<file path="config.mk">
export PLATFORM = sky130hd
export DESIGN_NAME = sram_bank_loader_flat
export DESIGN_NICKNAME = d
export VERILOG_FILES = /design/src/rtl/sram_bank_loader_pkg.sv /design/src/rtl/sram_bank_loader_if.sv /design/src/rtl/sram_bank_loader_bank_addr_gen.sv /design/src/rtl/sram_bank_loader.sv /design/src/flat_wrapper.sv
export SDC_FILE = /design/constraint.sdc
export NUM_CORES = 1
export LEC_CHECK = 0
export BUFFER_PORTS_ARGS = -buffer_cell sky130_fd_sc_hd__buf_2
export CAP_MARGIN = 20
export CORE_MARGIN = 8
export CORE_UTILIZATION = 55
export CTS_CLUSTER_DIAMETER = 50
export DETAILED_ROUTE_END_ITERATION = 8
export PLACE_DENSITY_LB_ADDON = 0.08
export SLEW_MARGIN = 20
export SYNTH_ARGS = -nofsm -noshare
export SYNTH_HDL_FRONTEND = slang
export SYNTH_HIERARCHICAL = 1
export SYNTH_SLANG_ARGS = --single-unit
</file>
<file path="constraint.sdc">
create_clock -name clk -period 6.8 [get_ports clk]
set_input_delay 0.68 -clock clk [delete_from_list [all_inputs] [get_ports clk]]
set_output_delay 0.68 -clock clk [all_outputs]
set_load 0.05 [all_outputs]
</file>
<file path="src/rtl/sram_bank_loader_pkg.sv">
// Shared network parameters for the SRAM bank loader slice.
// Holds the default bus widths, the layer shape constants and the
// loader FSM state type. No ports.
package sram_bank_loader_pkg;

  localparam int N_BANKS = 64;   // interleaved SRAM banks
  localparam int DATA_W  = 16;   // fixed-point word width
  localparam int ADDR_W  = 12;   // per-bank address (13*200 = 2600 words)
  localparam int LEN_W   = 10;   // vector length (max 784)
  localparam int ROW_W   = 8;    // row count (max 200)

  // Layer shapes of the network being staged into the banks.
  localparam int IMG_LEN = 784;
  localparam int L1_ROWS = 200;
  localparam int L2_LEN  = 200;
  localparam int L2_ROWS = 10;

  typedef enum logic [1:0] {
    IDLE   = 2'd0,
    LOAD   = 2'd1,
    FINISH = 2'd2
  } state_e;

endpackage

</file>
<file path="src/rtl/sram_bank_loader_if.sv">
// Control, stream and bank-write bundle of the SRAM bank loader.
//   master : issues start/vec_len/num_rows, drives the word stream and
//            observes s_ready, the bank write port and busy/done.
//   slave  : the loader itself.
// Signals:
//   start, vec_len, num_rows  - load request (L words per row, R rows)
//   s_valid, s_data, s_ready  - row-major input stream handshake
//   bank_we, bank_addr,
//   bank_wdata                - one-hot write enable, shared addr/data
//   busy, done                - load in progress / completion pulse
interface sram_bank_loader_if #(
  parameter int N_BANKS = sram_bank_loader_pkg::N_BANKS,
  parameter int DATA_W  = sram_bank_loader_pkg::DATA_W,
  parameter int ADDR_W  = sram_bank_loader_pkg::ADDR_W,
  parameter int LEN_W   = sram_bank_loader_pkg::LEN_W,
  parameter int ROW_W   = sram_bank_loader_pkg::ROW_W
) ();

  logic               start;
  logic [LEN_W-1:0]   vec_len;
  logic [ROW_W-1:0]   num_rows;
  logic               s_valid;
  logic [DATA_W-1:0]  s_data;
  logic               s_ready;
  logic [N_BANKS-1:0] bank_we;
  logic [ADDR_W-1:0]  bank_addr;
  logic [DATA_W-1:0]  bank_wdata;
  logic               busy;
  logic               done;

  modport master (
    output start, vec_len, num_rows, s_valid, s_data,
    input  s_ready, bank_we, bank_addr, bank_wdata, busy, done
  );

  modport slave (
    input  start, vec_len, num_rows, s_valid, s_data,
    output s_ready, bank_we, bank_addr, bank_wdata, busy, done
  );

endinterface

</file>
<file path="src/rtl/sram_bank_loader_bank_addr_gen.sv">
// Bank select and address generation for the loader.
// Ports:
//   b          - current bank index (word n mod N_BANKS)
//   r          - L mod N_BANKS; banks below r hold one extra word per row
//   j          - offset within the row slice of bank b (n div N_BANKS)
//   base_long  - row base for banks holding q+1 words per row
//   base_short - row base for banks holding q words per row
//   sel        - one-hot bank select decoded from b
//   addr       - bank address: chosen base + j
module bank_addr_gen #(
  parameter int N_BANKS = 64,
  parameter int ADDR_W  = 12,
  parameter int BANK_W  = $clog2(N_BANKS)
) (
  input  logic [BANK_W-1:0]  b,
  input  logic [BANK_W-1:0]  r,
  input  logic [ADDR_W-1:0]  j,
  input  logic [ADDR_W-1:0]  base_long,
  input  logic [ADDR_W-1:0]  base_short,
  output logic [N_BANKS-1:0] sel,
  output logic [ADDR_W-1:0]  addr
);

  logic long_bank;

  // Banks 0..r-1 carry q+1 words per row, the rest carry q.
  assign long_bank = (b < r);
  assign addr      = (long_bank ? base_long : base_short) + j;

  for (genvar gi = 0; gi < N_BANKS; gi++) begin : g_sel
    assign sel[gi] = (b == BANK_W'(gi));
  end

endmodule

</file>
<file path="src/rtl/sram_bank_loader.sv">
// Scatters a row-major stream of R rows x L words into N_BANKS
// interleaved SRAM banks. Word n of row k lands in bank n mod N_BANKS
// at address k*W(b) + n div N_BANKS, where W(b) is the number of words
// that bank holds per row. The k*W(b) product is replaced by two
// running bases advanced once per row.
// Ports:
//   clk   - single clock, rising edge
//   reset - synchronous, active high
//   bus   - sram_bank_loader_if.slave: request, stream, bank port,
//           busy/done
module sram_bank_loader
  import sram_bank_loader_pkg::*;
#(
  parameter int N_BANKS = sram_bank_loader_pkg::N_BANKS,
  parameter int DATA_W  = sram_bank_loader_pkg::DATA_W,
  parameter int ADDR_W  = sram_bank_loader_pkg::ADDR_W,
  parameter int LEN_W   = sram_bank_loader_pkg::LEN_W,
  parameter int ROW_W   = sram_bank_loader_pkg::ROW_W
) (
  input  logic clk,
  input  logic reset,
  sram_bank_loader_if.slave bus
);

  localparam int BANK_W = $clog2(N_BANKS);
  localparam int STAGES = 1;   // accept -> bank port latency

  state_e state, state_nxt;

  // Job parameters latched at start.
  logic [LEN_W-1:0]   len_q;
  logic [ROW_W-1:0]   rows_q;
  logic [ADDR_W-1:0]  q_q;
  logic [BANK_W-1:0]  r_q;

  // Walk position within the job.
  logic [BANK_W-1:0]  b_q;
  logic [ADDR_W-1:0]  j_q;
  logic [LEN_W-1:0]   n_q;
  logic [ROW_W-1:0]   row_q;
  logic [ADDR_W-1:0]  base_long_q;
  logic [ADDR_W-1:0]  base_short_q;

  // Write stage.
  logic [N_BANKS-1:0] sel, sel_q;
  logic [ADDR_W-1:0]  addr, addr_q;
  logic [DATA_W-1:0]  wdata_q;
  logic [STAGES:0]    vld_pipe;
  logic [STAGES:1]    vld_q;

  logic accept, last_word, last_row, empty_job;
  logic s_ready_c, busy_c, done_c;

  assign accept    = bus.s_valid && (state == LOAD);
  assign last_word = (n_q == len_q - LEN_W'(1));
  assign last_row  = (row_q == rows_q - ROW_W'(1));
  assign empty_job = (bus.vec_len == '0) || (bus.num_rows == '0);

  assign vld_pipe  = {vld_q, accept};

  bank_addr_gen #(
    .N_BANKS (N_BANKS),
    .ADDR_W  (ADDR_W),
    .BANK_W  (BANK_W)
  ) u_addr_gen (
    .b          (b_q),
    .r          (r_q),
    .j          (j_q),
    .base_long  (base_long_q),
    .base_short (base_short_q),
    .sel        (sel),
    .addr       (addr)
  );

  always_comb begin
    state_nxt = state;
    s_ready_c = 1'b0;
    busy_c    = 1'b0;
    done_c    = 1'b0;
    unique case (state)
      IDLE: begin
        // An empty job skips LOAD so done still pulses exactly once.
        if (bus.start) state_nxt = empty_job ? FINISH : LOAD;
      end
      LOAD: begin
        s_ready_c = 1'b1;
        busy_c    = 1'b1;
        if (accept && last_word && last_row) state_nxt = FINISH;
      end
      FINISH: begin
        busy_c    = 1'b1;
        done_c    = 1'b1;
        state_nxt = IDLE;
      end
      default: state_nxt = IDLE;
    endcase
  end

  always_ff @(posedge clk) begin
    if (reset) begin
      state        <= IDLE;
      len_q        <= '0;
      rows_q       <= '0;
      q_q          <= '0;
      r_q          <= '0;
      b_q          <= '0;
      j_q          <= '0;
      n_q          <= '0;
      row_q        <= '0;
      base_long_q  <= '0;
      base_short_q <= '0;
      sel_q        <= '0;
      addr_q       <= '0;
      wdata_q      <= '0;
      vld_q        <= '0;
    end else begin
      state <= state_nxt;
      vld_q <= vld_pipe[STAGES-1:0];

      if (state == IDLE && bus.start) begin
        len_q        <= bus.vec_len;
        rows_q       <= bus.num_rows;
        q_q          <= ADDR_W'(int'(bus.vec_len) / N_BANKS);
        r_q          <= BANK_W'(int'(bus.vec_len) % N_BANKS);
        b_q          <= '0;
        j_q          <= '0;
        n_q          <= '0;
        row_q        <= '0;
        base_long_q  <= '0;
        base_short_q <= '0;
      end else if (accept) begin
        if (last_word) begin
          // Row done: every bank moves on by the number of words it
          // holds per row.
          n_q          <= '0;
          b_q          <= '0;
          j_q          <= '0;
          row_q        <= row_q + ROW_W'(1);
          base_long_q  <= base_long_q + q_q + ADDR_W'(1);
          base_short_q <= base_short_q + q_q;
        end else begin
          n_q <= n_q + LEN_W'(1);
          if (b_q == BANK_W'(N_BANKS - 1)) begin
            b_q <= '0;
            j_q <= j_q + ADDR_W'(1);
          end else begin
            b_q <= b_q + BANK_W'(1);
          end
        end
      end

      if (accept) begin
        sel_q   <= sel;
        addr_q  <= addr;
        wdata_q <= bus.s_data;
      end
    end
  end

  assign bus.s_ready    = s_ready_c;
  assign bus.busy       = busy_c;
  assign bus.done       = done_c;
  assign bus.bank_we    = vld_pipe[STAGES] ? sel_q : '0;
  assign bus.bank_addr  = addr_q;
  assign bus.bank_wdata = wdata_q;

endmodule

</file>
<file path="src/flat_wrapper.sv">
// flat-port wrapper written by rule: the top's interface ports become plain ports
module sram_bank_loader_flat import sram_bank_loader_pkg::*;
#(
  parameter int N_BANKS = sram_bank_loader_pkg::N_BANKS,
  parameter int DATA_W  = sram_bank_loader_pkg::DATA_W,
  parameter int ADDR_W  = sram_bank_loader_pkg::ADDR_W,
  parameter int LEN_W   = sram_bank_loader_pkg::LEN_W,
  parameter int ROW_W   = sram_bank_loader_pkg::ROW_W
)
  (clk, reset, bus_start, bus_vec_len, bus_num_rows, bus_s_valid, bus_s_data, bus_s_ready, bus_bank_we, bus_bank_addr, bus_bank_wdata, bus_busy, bus_done);
  sram_bank_loader_if #(.N_BANKS(N_BANKS), .DATA_W(DATA_W), .ADDR_W(ADDR_W), .LEN_W(LEN_W), .ROW_W(ROW_W)) bus_i ();
  input  logic clk;
  input  logic reset;
  input wire logic [$bits(bus_i.start)-1:0] bus_start;
  input wire logic [$bits(bus_i.vec_len)-1:0] bus_vec_len;
  input wire logic [$bits(bus_i.num_rows)-1:0] bus_num_rows;
  input wire logic [$bits(bus_i.s_valid)-1:0] bus_s_valid;
  input wire logic [$bits(bus_i.s_data)-1:0] bus_s_data;
  output wire logic [$bits(bus_i.s_ready)-1:0] bus_s_ready;
  output wire logic [$bits(bus_i.bank_we)-1:0] bus_bank_we;
  output wire logic [$bits(bus_i.bank_addr)-1:0] bus_bank_addr;
  output wire logic [$bits(bus_i.bank_wdata)-1:0] bus_bank_wdata;
  output wire logic [$bits(bus_i.busy)-1:0] bus_busy;
  output wire logic [$bits(bus_i.done)-1:0] bus_done;
  assign bus_i.start = bus_start;
  assign bus_i.vec_len = bus_vec_len;
  assign bus_i.num_rows = bus_num_rows;
  assign bus_i.s_valid = bus_s_valid;
  assign bus_i.s_data = bus_s_data;
  assign bus_s_ready = bus_i.s_ready;
  assign bus_bank_we = bus_i.bank_we;
  assign bus_bank_addr = bus_i.bank_addr;
  assign bus_bank_wdata = bus_i.bank_wdata;
  assign bus_busy = bus_i.busy;
  assign bus_done = bus_i.done;
  sram_bank_loader #(.N_BANKS(N_BANKS), .DATA_W(DATA_W), .ADDR_W(ADDR_W), .LEN_W(LEN_W), .ROW_W(ROW_W)) u_core (.clk(clk), .reset(reset), .bus(bus_i));
endmodule
</file>
==> summary.txt, run 1 <==
CTS
  • H-tree depth: 4
  • Post-CTS resize count: 0
  • Hold buffer count at cts: 0
  • Root Buffer: clkbuf_16
  • Clk_lat worst skew: 0.43 ns
  • Clk sinks: approximately 170
  • CTS Buf Count: 17
  • Setup Buffers After CTS: 0
  • Longest Clk Path Bufs: 2
  • CTS tree: done
  • CTS clk-pin slew, worst paths: 0.07 ns

Timing
  • Fin. max-slew vios: 0
  • Final min period: 3.78 ns
  • Hold_ws: between 0.4 and 0.5 ns
  • RSZ-0062 raised after global routing: no
  • Skew final: roughly 0.012 ns
  • Final hold vios: 0
  • Slew headroom: 29.2%
  • Setup TNS: 0 ns
  • Final setup vio count: 0
  • Tightest Pin Transition: 1.05 ns
  • Max Fclk: roughly 260 MHz
  • Final critical-path share of the clock period: 55.6%

Run status
  • Status: finished clean

Layout
  • Area of the multi-input gates: ~5300 um2
  • Share of cells above drive strength 1: between 15 and 20%
  • Ant. Diodes: 0
  • Synth-to-layout area growth: 14.2%
  • Sequential Area: 3460 um2
  • Fin nets: 1,366
  • Fin util: between 60% and 70%
  • Fillers: 1,487
  • Count of non-filler cells in the finished layout: 1,525

Floorplan
  • CORE AREA: roughly 16,000 um2
  • Initial core utilization: 55.7%
  • Io pins: 133
  • Die Y: roughly 140 um
  • Die Area: 21,000 um2
  • Num rows: between 40 and 50
  • Die X: approximately 140 um

Place
  • DP Cell Count: between 1,000 and 1,500
  • Post-DP HPWL: 16.1 mm
  • Gpl congestion: 0.840
  • IO Port Bufs: 132

Route
  • DR pass1 iterations: 5
  • DR WL/cell: 15.4 um
  • Drt drc: 0
  • Iteration-0 DRC Markers: 685
  • Routed Antenna Nets: 0
  • Vias per cell: 5.48
  • Post-Route WL: 23.5 mm
  • Routed vias: 8,357

Global routing
  • Gr ovfl total: 0
  • Gr usage total: between 20% and 30%
  • Largest net degree at the start of global routing: 98
  • Vias in the first global route: 7,717
  • Initial antenna violation count: 0
  • Global-route wire length before repair: 39.5 mm

Critical path
  • Crit path max fanout: 12
  • Worst setup EP type: flop
  • Kind of critical path: reg2reg
  • Crit path DAT: 4.14 ns
  • Worst setup SP type: flop
  • Critical Path RT: 7.16 ns

Synth
  • Post-Synthesis Cells: 1,208
  • Post-synth ARST share: 0%
  • Count of warnings emitted by yosys: 6
  • Synth cell types: 62
  • Seq/Total Area, Yosys: 37.9%
  • Share of the synthesized area in the top cell type: 37.9%
  • Number of enable flip-flop cells after synthesis: 0
  • Synth Cell Area: 9140 um2
  • Top post-synthesis cells by area: dfxtp_1 38%, nand2_1 11%, a21oi_1 7.6%
  • Syn Nets: 1,282
  • Synth Flop Type: dfxtp_1
  • Leading area contributor after synthesis: dfxtp_1
  • Syn_area_per_cell: 7.57 um2
  • #FFs+latches synth: between 150 and 200

Power and ir drop
  • Cell internal pwr: 1.70 mW
  • P_leak: 4.22 nW
  • Flop pwr share: 44.4%
  • Peak VDD IR: 0.184 mV
  • Power per cell area: 230 nW/um2
  • Combinational share of power: 14.5%
  • Total power: about 2.4 mW
  • P_sw: 0.702 mW
  • Clock share of power: 41.2%
  • Switch share: 29.2%

Min path
  • Worst hold path type: reg2reg

Job
  • Maxcap violations: 0
-- worst max-delay path, stage by stage, from the launching register on --
cell	delay, ns
dfxtp_1	0.47
inv_1	0.08
ha_1	0.30
a21o_1	0.11
a21oi_1	0.07
o221ai_2	0.59
mux2_2	0.41
ha_1	0.21
inv_1	0.08
fa_1	0.20
nor2b_1	0.06
o21ai_0	0.21
a21oi_1	0.13
o21ai_0	0.40
nand2_1	0.09
o211ai_1	0.11
nand2_1	0.07
a21oi_1	0.13
-- Yosys cell counts, types with 4 or more instances --
cell type    n
a211oi_1    10
a21o_1       5
a21oi_1    138
a31oi_1      6
a41oi_1      4
and2_1      70
and3_1      13
buf_1        5
buf_2        5
clkbuf_1    63
dfxtp_1    173
ha_1        33
inv_1       34
mux2_2      11
mux2i_1     11
nand2_1    265
nand2b_1     9
nand3_1     35
nand4_1     20
nor2_1     110
nor2b_1      7
nor3_1      18
nor3b_1      4
nor4_1       6
o21ai_0     18
o311ai_0     5
o41ai_1      5
or3_1       19
xnor2_1     28
xor2_1      27
-- kinds of logic (layout without fill, tap and decap cells) --
logic type / after synthesis / count (layout) / synth area share, %
AND/OR/NAND/NOR: 590 / 590 / 29.8
flip-flops: 173 / 173 / 37.9
AO/OA/AOI/OAI: 222 / 222 / 14.5
multiplexers: 22 / 22 / 2.56
buffers and inverters: 110 / 207 / 4.79
XOR/XNOR: 55 / 55 / 5.27
adder cells (fa/ha/maj): 36 / 36 / 5.17
-- power by group through the flow --
stage / Combinational, mW / Sequential [mW] / Clock, mW
after floorplan: 0.255 / 1.10 / 0
after global placement: 0.345 / 1.09 / 0
after detailed placement: 0.347 / 1.09 / 0
after CTS: 0.349 / 1.07 / 1.01
after global routing: 0.382 / 1.07 / 1.06
final: 0.348 / 1.07 / 0.989
-- through the flow --
| step | worst slack, ns | area [um2] |
|---|---|---|
| global placement | 3.13 | 9850 |
| global route | 2.69 | 10400 |
| detailed placement | 3.08 | 9850 |
| CTS | 3.06 | 10400 |
| floorplan | 3.64 | 9140 |
| finish | 3.02 | 10400 |
-- per-layer routing --
layer	wire length, um	GRT usage (%)	up-vias
met5	0	0	-
met4	352	5.68	0
met3	1130	4.91	24
met2	11400	36.9	194
met1	10700	28.4	3890
li1	-	-	4249
-- sequential cells by signal (all words and copies together), names as in the netlist --
name / count
u_core/j_q: 12
u_core/base_short_q: 12
u_core/len_q: 10
u_core/bus.bank_wdata: 16
u_core/sel_q: 64
u_core/b_q: 6
u_core/n_q: 10
u_core/rows_q: 8
u_core/state: 2
u_core/row_q: 8
u_core/vld_q: 1
u_core/bus.bank_addr: 12
u_core/base_long_q: 12
-- cell usage in the layout, fill, tap and decap left out, drive strengths merged, types with 4 or more instances in the layout --
| cell | instances |
|---|---|
| nand2 | 265 |
| dfxtp | 173 |
| buf | 141 |
| a21oi | 139 |
| nor2 | 111 |
| and2 | 70 |
| inv | 40 |
| nand3 | 35 |
| ha | 33 |
| xnor2 | 28 |
| xor2 | 27 |
| nand4 | 20 |
| or3 | 19 |
| o21ai | 19 |
| clkbuf | 19 |
| nor3 | 18 |
| and3 | 13 |
| mux2i | 11 |
| mux2 | 11 |
| a211oi | 10 |
| nand2b | 9 |
| nor2b | 7 |
| nor4 | 6 |
| a31oi | 6 |
| a21o | 5 |
| o311ai | 5 |
| o41ai | 5 |
| nor3b | 4 |
| a41oi | 4 |
-- cell type report --
type | count | share of cell area, %
Multi-Input combinational cell | 925 | 50.3
Sequential cell | 173 | 33.2
Timing Repair Buffer | 141 | 7.00
Clock buffer | 19 | 4.24
Tap cell | 220 | 2.64
Clock inverter | 13 | 1.46
Inverter | 34 | 1.22
-- worst paths after layout --
kind	start	to	slack (ns)	cells after the start
worst max-delay path	u_core/len_q[3]	u_core/bus.bank_addr[10]	3.02	17
worst min register to register	u_core/sel_q[40]	u_core/sel_q[40]	0.45	2
worst min-delay path	u_core/sel_q[40]	u_core/sel_q[40]	0.45	2
worst max register to register	u_core/len_q[3]	u_core/bus.bank_addr[10]	3.02	17
(Power assumes the default switching activity.)
==> run 2: changes to the inputs <==
Settings changed: ABC_AREA set to 1.
Clock period 6.8 ns to 3.9 ns, I/O delays scaled along.
==> run 2 against run 1 <==
Critical path type unchanged. Hold slack lost 0.26 ns. Global-route usage grew 0.59 points. Critical endpoint is now u_core/bus.bank_addr[6]. Sequential power grew 82%.
==> summary.txt, run 2 <==
Timing
  • Hold_ws: 0.191 ns
  • Final hold vios: 0
  • Final critical-path share of the clock period: a little over four fifths
  • PnR worst setup slack: 0.640 ns
  • Max Fclk: 307 MHz
  • Final setup vio count: 0
  • Skew final: around 0.012 ns
  • Final min period: approximately 3.3 ns
  • Slew headroom: 37.0%
  • RSZ-0062 raised after global routing: no
  • Setup TNS: 0 ns
  • Fin. max-slew vios: 0
  • Tightest Pin Transition: 0.944 ns

Place
  • Dpl ws: 0.656 ns
  • IO Port Bufs: between 100 and 150
  • Post-DP HPWL: 18.1 mm
  • Placed Area: 10,500 um2
  • Gpl congestion: 0.860
  • DP Cell Count: 1,778

Power and ir drop
  • Combinational share of power: between 10% and 20%
  • Flop pwr share: between 40% and 50%
  • Total power: roughly 4.6 mW
  • P_leak: 5.34 nW
  • P_sw: 1.34 mW
  • Power per cell area: 411 nW/um2
  • Clock share of power: 39.7%
  • Switch share: 29.5%
  • Cell internal pwr: roughly 3.2 mW
  • Peak VDD IR: 0.328 mV

Critical path
  • Beginning of the critical path: u_core/len_q[3]
  • R2R setup slack: 0.64 ns
  • Cell depth of the worst flop-to-flop path: 15
  • Critical Path RT: 4.22 ns
  • Crit path max fanout: 14
  • Worst setup EP type: flop
  • Worst setup SP type: flop
  • Capture point of the critical path: u_core/bus.bank_addr[6]
  • Crit path DAT: 3.58 ns
  • Kind of critical path: reg2reg
  • R2R Path Start: u_core/len_q[3]
  • Reg2reg end: u_core/bus.bank_addr[6]

Floorplan
  • Die Area: 22,200 um2
  • Initial core utilization: about 56%
  • CORE AREA: 17,300 um2
  • Io pins: roughly 130
  • Die X: 149 um
  • Die Y: 149 um
  • Num rows: 48

Route
  • DR WL/cell: 13.8 um
  • Post-Route WL: 25.0 mm
  • Vias per cell: between 5 and 6
  • Routed vias: 9,269
  • Iteration-0 DRC Markers: 620
  • Routed Antenna Nets: 0
  • DR pass1 iterations: 5
  • Drt drc: 0

Synth
  • Synth cell types: 45
  • Post-Synthesis Cells: between 1,000 and 1,500
  • Synth Flop Type: dfxtp_1
  • Post-Synth Simple-Gate Area: 31.4%
  • Fraction of the mapped netlist area in compound gates: about an eighth
  • Count of warnings emitted by yosys: 6
  • Number of enable flip-flop cells after synthesis: 0
  • Share of the synthesized area in the top cell type: 35.6%
  • Most frequent cells after synthesis: 345 x nor2_1, 253 x nand2_1, 178 x inv_1
  • Post-synthesis mux area share: 1.39%
  • Post-synthesis xor/xnor area fraction: 4.50%
  • Leading area contributor after synthesis: dfxtp_1
  • Syn Nets: around 1,500
  • Post-synth ARST share: 0%
  • #FFs+latches synth: 173
  • Post-Synth Adder-Cell Area: 4.86%
  • Largest family of logic cells by synthesized area: simple AND/OR/NAND/NOR gates
  • Syn_area_per_cell: 6.60 um2
  • Synth Cell Area: 9730 um2
  • Most common cell in the netlist: nor2_1
  • Top post-synthesis cells by area: dfxtp_1 36%, nor2_1 13%, nand2_1 9.8%
  • Seq/Total Area, Yosys: between 30 and 40%

Layout
  • Fin nets: 1,646
  • Share of cells above drive strength 1: 13.4%
  • Commonest non-fill, non-tap cell in the layout: nor2_1
  • Fin util: 64.1%
  • Post-route cell area: 11,100 um2
  • Ant. Diodes: 0
  • Synth-to-layout area growth: 14.0%
  • Most frequent cells in the layout: 345 x nor2_1, 252 x nand2_1, 176 x inv_1, 172 x dfxtp_1, 139 x o21ai_0
  • Count of non-filler cells in the finished layout: around 1,800
  • Most flop-heavy register: u_core/sel_q
  • Max reg flops: 64

CTS
  • H-tree depth: 4
  • Longest Clk Path Bufs: 2
  • Setup Buffers After CTS: 0
  • Clk_lat worst skew: around 0.43 ns
  • CTS tree: done
  • Post-CTS resize count: 0
  • CTS Buf Count: 17
  • Hold buffer count at cts: 0
  • CTS clk-pin slew, worst paths: 0.07 ns
  • Root Buffer: clkbuf_16
  • Clk sinks: 173

Global routing
  • Vias in the first global route: 8,625
  • Gr ovfl total: 0
  • Largest net degree at the start of global routing: 99
  • Global-route wire length before repair: approximately 42 mm
  • Gr usage total: approximately 23%
  • Initial antenna violation count: 0

Min path
  • Worst hold path type: in2reg
  • Hold path start: reset

Job
  • Maxcap violations: 0

Run status
  • Status: finished clean
-- run 2: power groups by stage --
stage	clock network, mW	logic, mW	registers, mW
after detailed placement	0	0.794	1.99
after CTS	1.84	0.803	1.95
after global routing	1.91	0.898	1.96
after global placement	0	0.783	1.98
final	1.81	0.799	1.95
after floorplan	0	0.565	2.05
-- run 2: how the worst min path moves through the flow --
stage                               end  depth (start not counted)
6_report                u_core/state[0]                          2
3_5_place_dp    u_core/bus.bank_addr[6]                          2
2_1_floorplan    u_core/base_short_q[0]                          2
3_3_place_gp   u_core/bus.bank_wdata[0]                          2
5_1_grt                 u_core/state[0]                          2
4_1_cts                 u_core/state[0]                          2
-- run 2: per-layer routing --
metal  vias to the layer above  global-route usage (%)  part of all wire (%)
met4                         0                    7.62                   1.7
met2                       243                    38.3                    47
met5                         -                       0                     0
li1                       4842                       -                     -
met1                      4150                    28.8                    45
met3                        34                    4.04                   6.1
-- run 2: critical path, cell delays in order, from the launching register on --
cell and delay [ns]:
dfxtp_1 0.46, inv_1 0.08, ha_1 0.29, nand2_1 0.07, nand2_1 0.08, a21oi_4 0.18
nand2_4 0.18, mux2_2 0.28, ha_1 0.17, inv_1 0.08, fa_1 0.41, o21ai_0 0.37
a21oi_1 0.14, xnor2_1 0.14, o21ai_0 0.17, nor2_1 0.05
-- run 2: area by class of cell --
class                           count  area [um2]
Tap cell                          225         282
Fill cell                        1638        6200
Timing Repair Buffer              139         726
Inverter                          185         696
Clock buffer                       19         443
Multi-Input combinational cell   1056        5300
Sequential cell                   173        3460
Clock inverter                     12         186
-- run 2: cells by family after synthesis --
group                    after synthesis
multiplexers                          10
flip-flops                           173
AO/OA/AOI/OAI                        229
buffers and inverters                245
AND/OR/NAND/NOR                      731
adder cells (fa/ha/maj)               36
XOR/XNOR                              50
==> run 3: changes to the inputs <==
Settings changed: ABC_AREA 1 to 0.
Clock period 3.9 ns to 3.4 ns, I/O delays scaled along.
==> run 3 against run 2 <==
Sequential cell count unchanged. Cell area decreased by 4.2%. Clock skew increased by 0.00072 ns. First-iteration DRC count down 8.7%. Fmax up 0.50%. Global-route usage is 0.68 points lower. Sequential power rose by 9%. Routed wire length fell by 5.7%. Utilization grew 0.63 points. Critical endpoint is now u_core/bus.bank_addr[10].
==> summary.txt, run 3 (same netlist as run 1, synthesis figures left out) <==
Run status
  • Status: finished clean

Global routing
  • Vias in the first global route: 7,852
  • Initial antenna violation count: 0
  • Gr ovfl total: 0
  • Gr usage total: between 20 and 25%
  • GRT busiest layer: met2
  • Global-route wire length before repair: 39.2 mm
  • Largest net degree at the start of global routing: 99
  • Grt met3 use: 4.14%
  • GR Util met1: between 20% and 30%
  • M2 GR Usage: 37.5%

CTS
  • Root Buffer: clkbuf_16
  • CTS tree: done
  • H-tree depth: 4
  • CTS Buf Count: 17
  • Hold buffer count at cts: 0
  • Clk_lat worst skew: 0.44 ns
  • Longest Clk Path Bufs: 2
  • Clk sinks: 173
  • CTS clk-pin slew, worst paths: 0.07 ns

Timing
  • RSZ-0062 raised after global routing: no
  • Fin. max-slew vios: 0
  • Setup TNS: 0 ns
  • Final min period: 3.24 ns
  • Final hold vios: 0
  • Skew final: approximately 0.013 ns
  • Slew headroom: 30.2%
  • Tightest Pin Transition: 1.05 ns
  • Final setup vio count: 0
  • Max Fclk: 308 MHz
  • Final critical-path share of the clock period: 95.4%

Layout
  • Commonest non-fill, non-tap cell in the layout: nand2_1
  • Most frequent cells in the layout: 264 x nand2_1, 173 x dfxtp_1, 136 x a21oi_1, 131 x buf_2, 110 x nor2_1
  • Most flop-heavy register: u_core/sel_q
  • Ant. Diodes: 0
  • Share of cells above drive strength 1: 16.8%
  • Fin nets: around 1,400
  • Count of non-filler cells in the finished layout: about 1,500
  • Synth-to-layout area growth: 16.3%
  • Max reg flops: 64

Floorplan
  • Initial core utilization: 55.7%
  • Die X: about 140 um
  • Die Y: 145 um
  • Num rows: 47
  • Io pins: 133
  • CORE AREA: 16,400 um2
  • Die Area: around 21,000 um2

Min path
  • Worst hold path type: in2reg
  • Worst Hold Endpoint: u_core/bus.bank_wdata[7]
  • Hold Crit Depth: 3
  • Hold path start: bus_s_data[7]

Route
  • Routed vias: 8,485
  • Post-Route WL: 23.6 mm
  • DR pass1 iterations: 5
  • Routed Antenna Nets: 0
  • Vias per cell: 5.50
  • DR WL/cell: around 15 um
  • Drt drc: 0
  • Iteration-0 DRC Markers: 566

Critical path
  • Critical Path RT: 3.69 ns
  • Kind of critical path: reg2reg
  • Worst setup EP type: flop
  • R2R setup slack: 0.16 ns
  • Crit path max fanout: 3
  • Reg2reg end: u_core/bus.bank_addr[10]
  • Crit path DAT: 3.53 ns
  • Cell depth of the worst flop-to-flop path: 18
  • R2R Path Start: u_core/len_q[3]
  • Worst setup SP type: flop

Place
  • Gpl congestion: 0.826
  • DP Cell Count: ~1,500
  • Post-DP HPWL: about 16 mm
  • IO Port Bufs: 132

Power and ir drop
  • Power per cell area: 448 nW/um2
  • Peak VDD IR: approximately 0.35 mV
  • P_leak: 4.31 nW

Job
  • Maxcap violations: 0
## run 3: cell types whose count changed in the layout (fill, tap and decap cells not counted), sizes merged, moves of 21 or more
cell / delta
a21oi: +66
and2: +70
nor2: -244
o21ai: -123
nand3: -38
buf: +21
inv: -147
## run 3: worst max-delay path, stage by stage, from the launching register on
cell and delay, ns:
dfxtp_1 0.33, inv_1 0.04, ha_1 0.29, a21o_1 0.19, a21oi_2 0.18, o221ai_4 0.17
buf_4 0.16, mux2_2 0.22, ha_2 0.19, inv_1 0.06, fa_2 0.35, nor2b_1 0.15
o21ai_0 0.12, a21oi_1 0.25, o21ai_2 0.11, nand2_1 0.07, o211ai_1 0.08, nand2_1 0.08
a21oi_1 0.05
## run 3: worst max path at each step
stage,from,endpoint,slack (ns)
after floorplan,u_core/len_q[3],u_core/bus.bank_addr[10],0.24
after global placement,u_core/len_q[3],u_core/bus.bank_addr[10],0.15
after detailed placement,u_core/len_q[3],u_core/bus.bank_addr[9],0.1
after CTS,u_core/len_q[3],u_core/bus.bank_addr[11],0.07
after global routing,u_core/len_q[3],u_core/bus.bank_addr[8],0.0004
final,u_core/len_q[3],u_core/bus.bank_addr[10],0.16
## run 3: timing repair
action | 4_1_cts | 5_1_grt
gates resized for setup | 0 | 10
endpoints found under the setup margin | 0 | 4
buffers inserted | 0 | 3
## run 3: power breakdown
part           leakage [nW]  internal, mW  total, mW  switching, mW
Sequential             1.40          2.07       2.12         0.0499
Clock                 0.269          1.02       1.88          0.862
Combinational          2.64         0.251      0.758          0.507
Total                  4.31          3.34       4.76           1.42
## run 3: final cells by class
| class | count | area, um2 |
|---|---|---|
| fillers | 1525 | 5780 |
| multi-input cells | 925 | 5300 |
| flip-flops and latches | 173 | 3460 |
| repair buffers | 160 | 902 |
| clock buffers | 18 | 429 |
| well taps | 220 | 275 |
| clock inverters | 14 | 135 |
| inverters | 34 | 128 |
## run 3: per-layer routing
metal / routed length (um) / up-vias
met5: 0 / -
met4: 497 / 0
met3: 1180 / 41
met2: 11600 / 199
met1: 10400 / 3951
li1: - / 4294
## run 3: stage by stage
stage / instance area, um2 / hold slack (ns) / worst slack, ns / power [mW] / util (%)
final: 10600 / 0.131 / 0.157 / 4.76 / 64.8
after global routing: 10600 / 0.123 / 0.000355 / 4.95 / 64.8
after CTS: 10600 / 0.117 / 0.0714 / 4.78 / 64.3
after detailed placement: 9990 / 0.443 / 0.0964 / 2.90 / 60.9
after global placement: 9990 / 0.439 / 0.148 / 2.89 / 60.9
after floorplan: 9140 / 0.432 / 0.236 / 2.71 / -
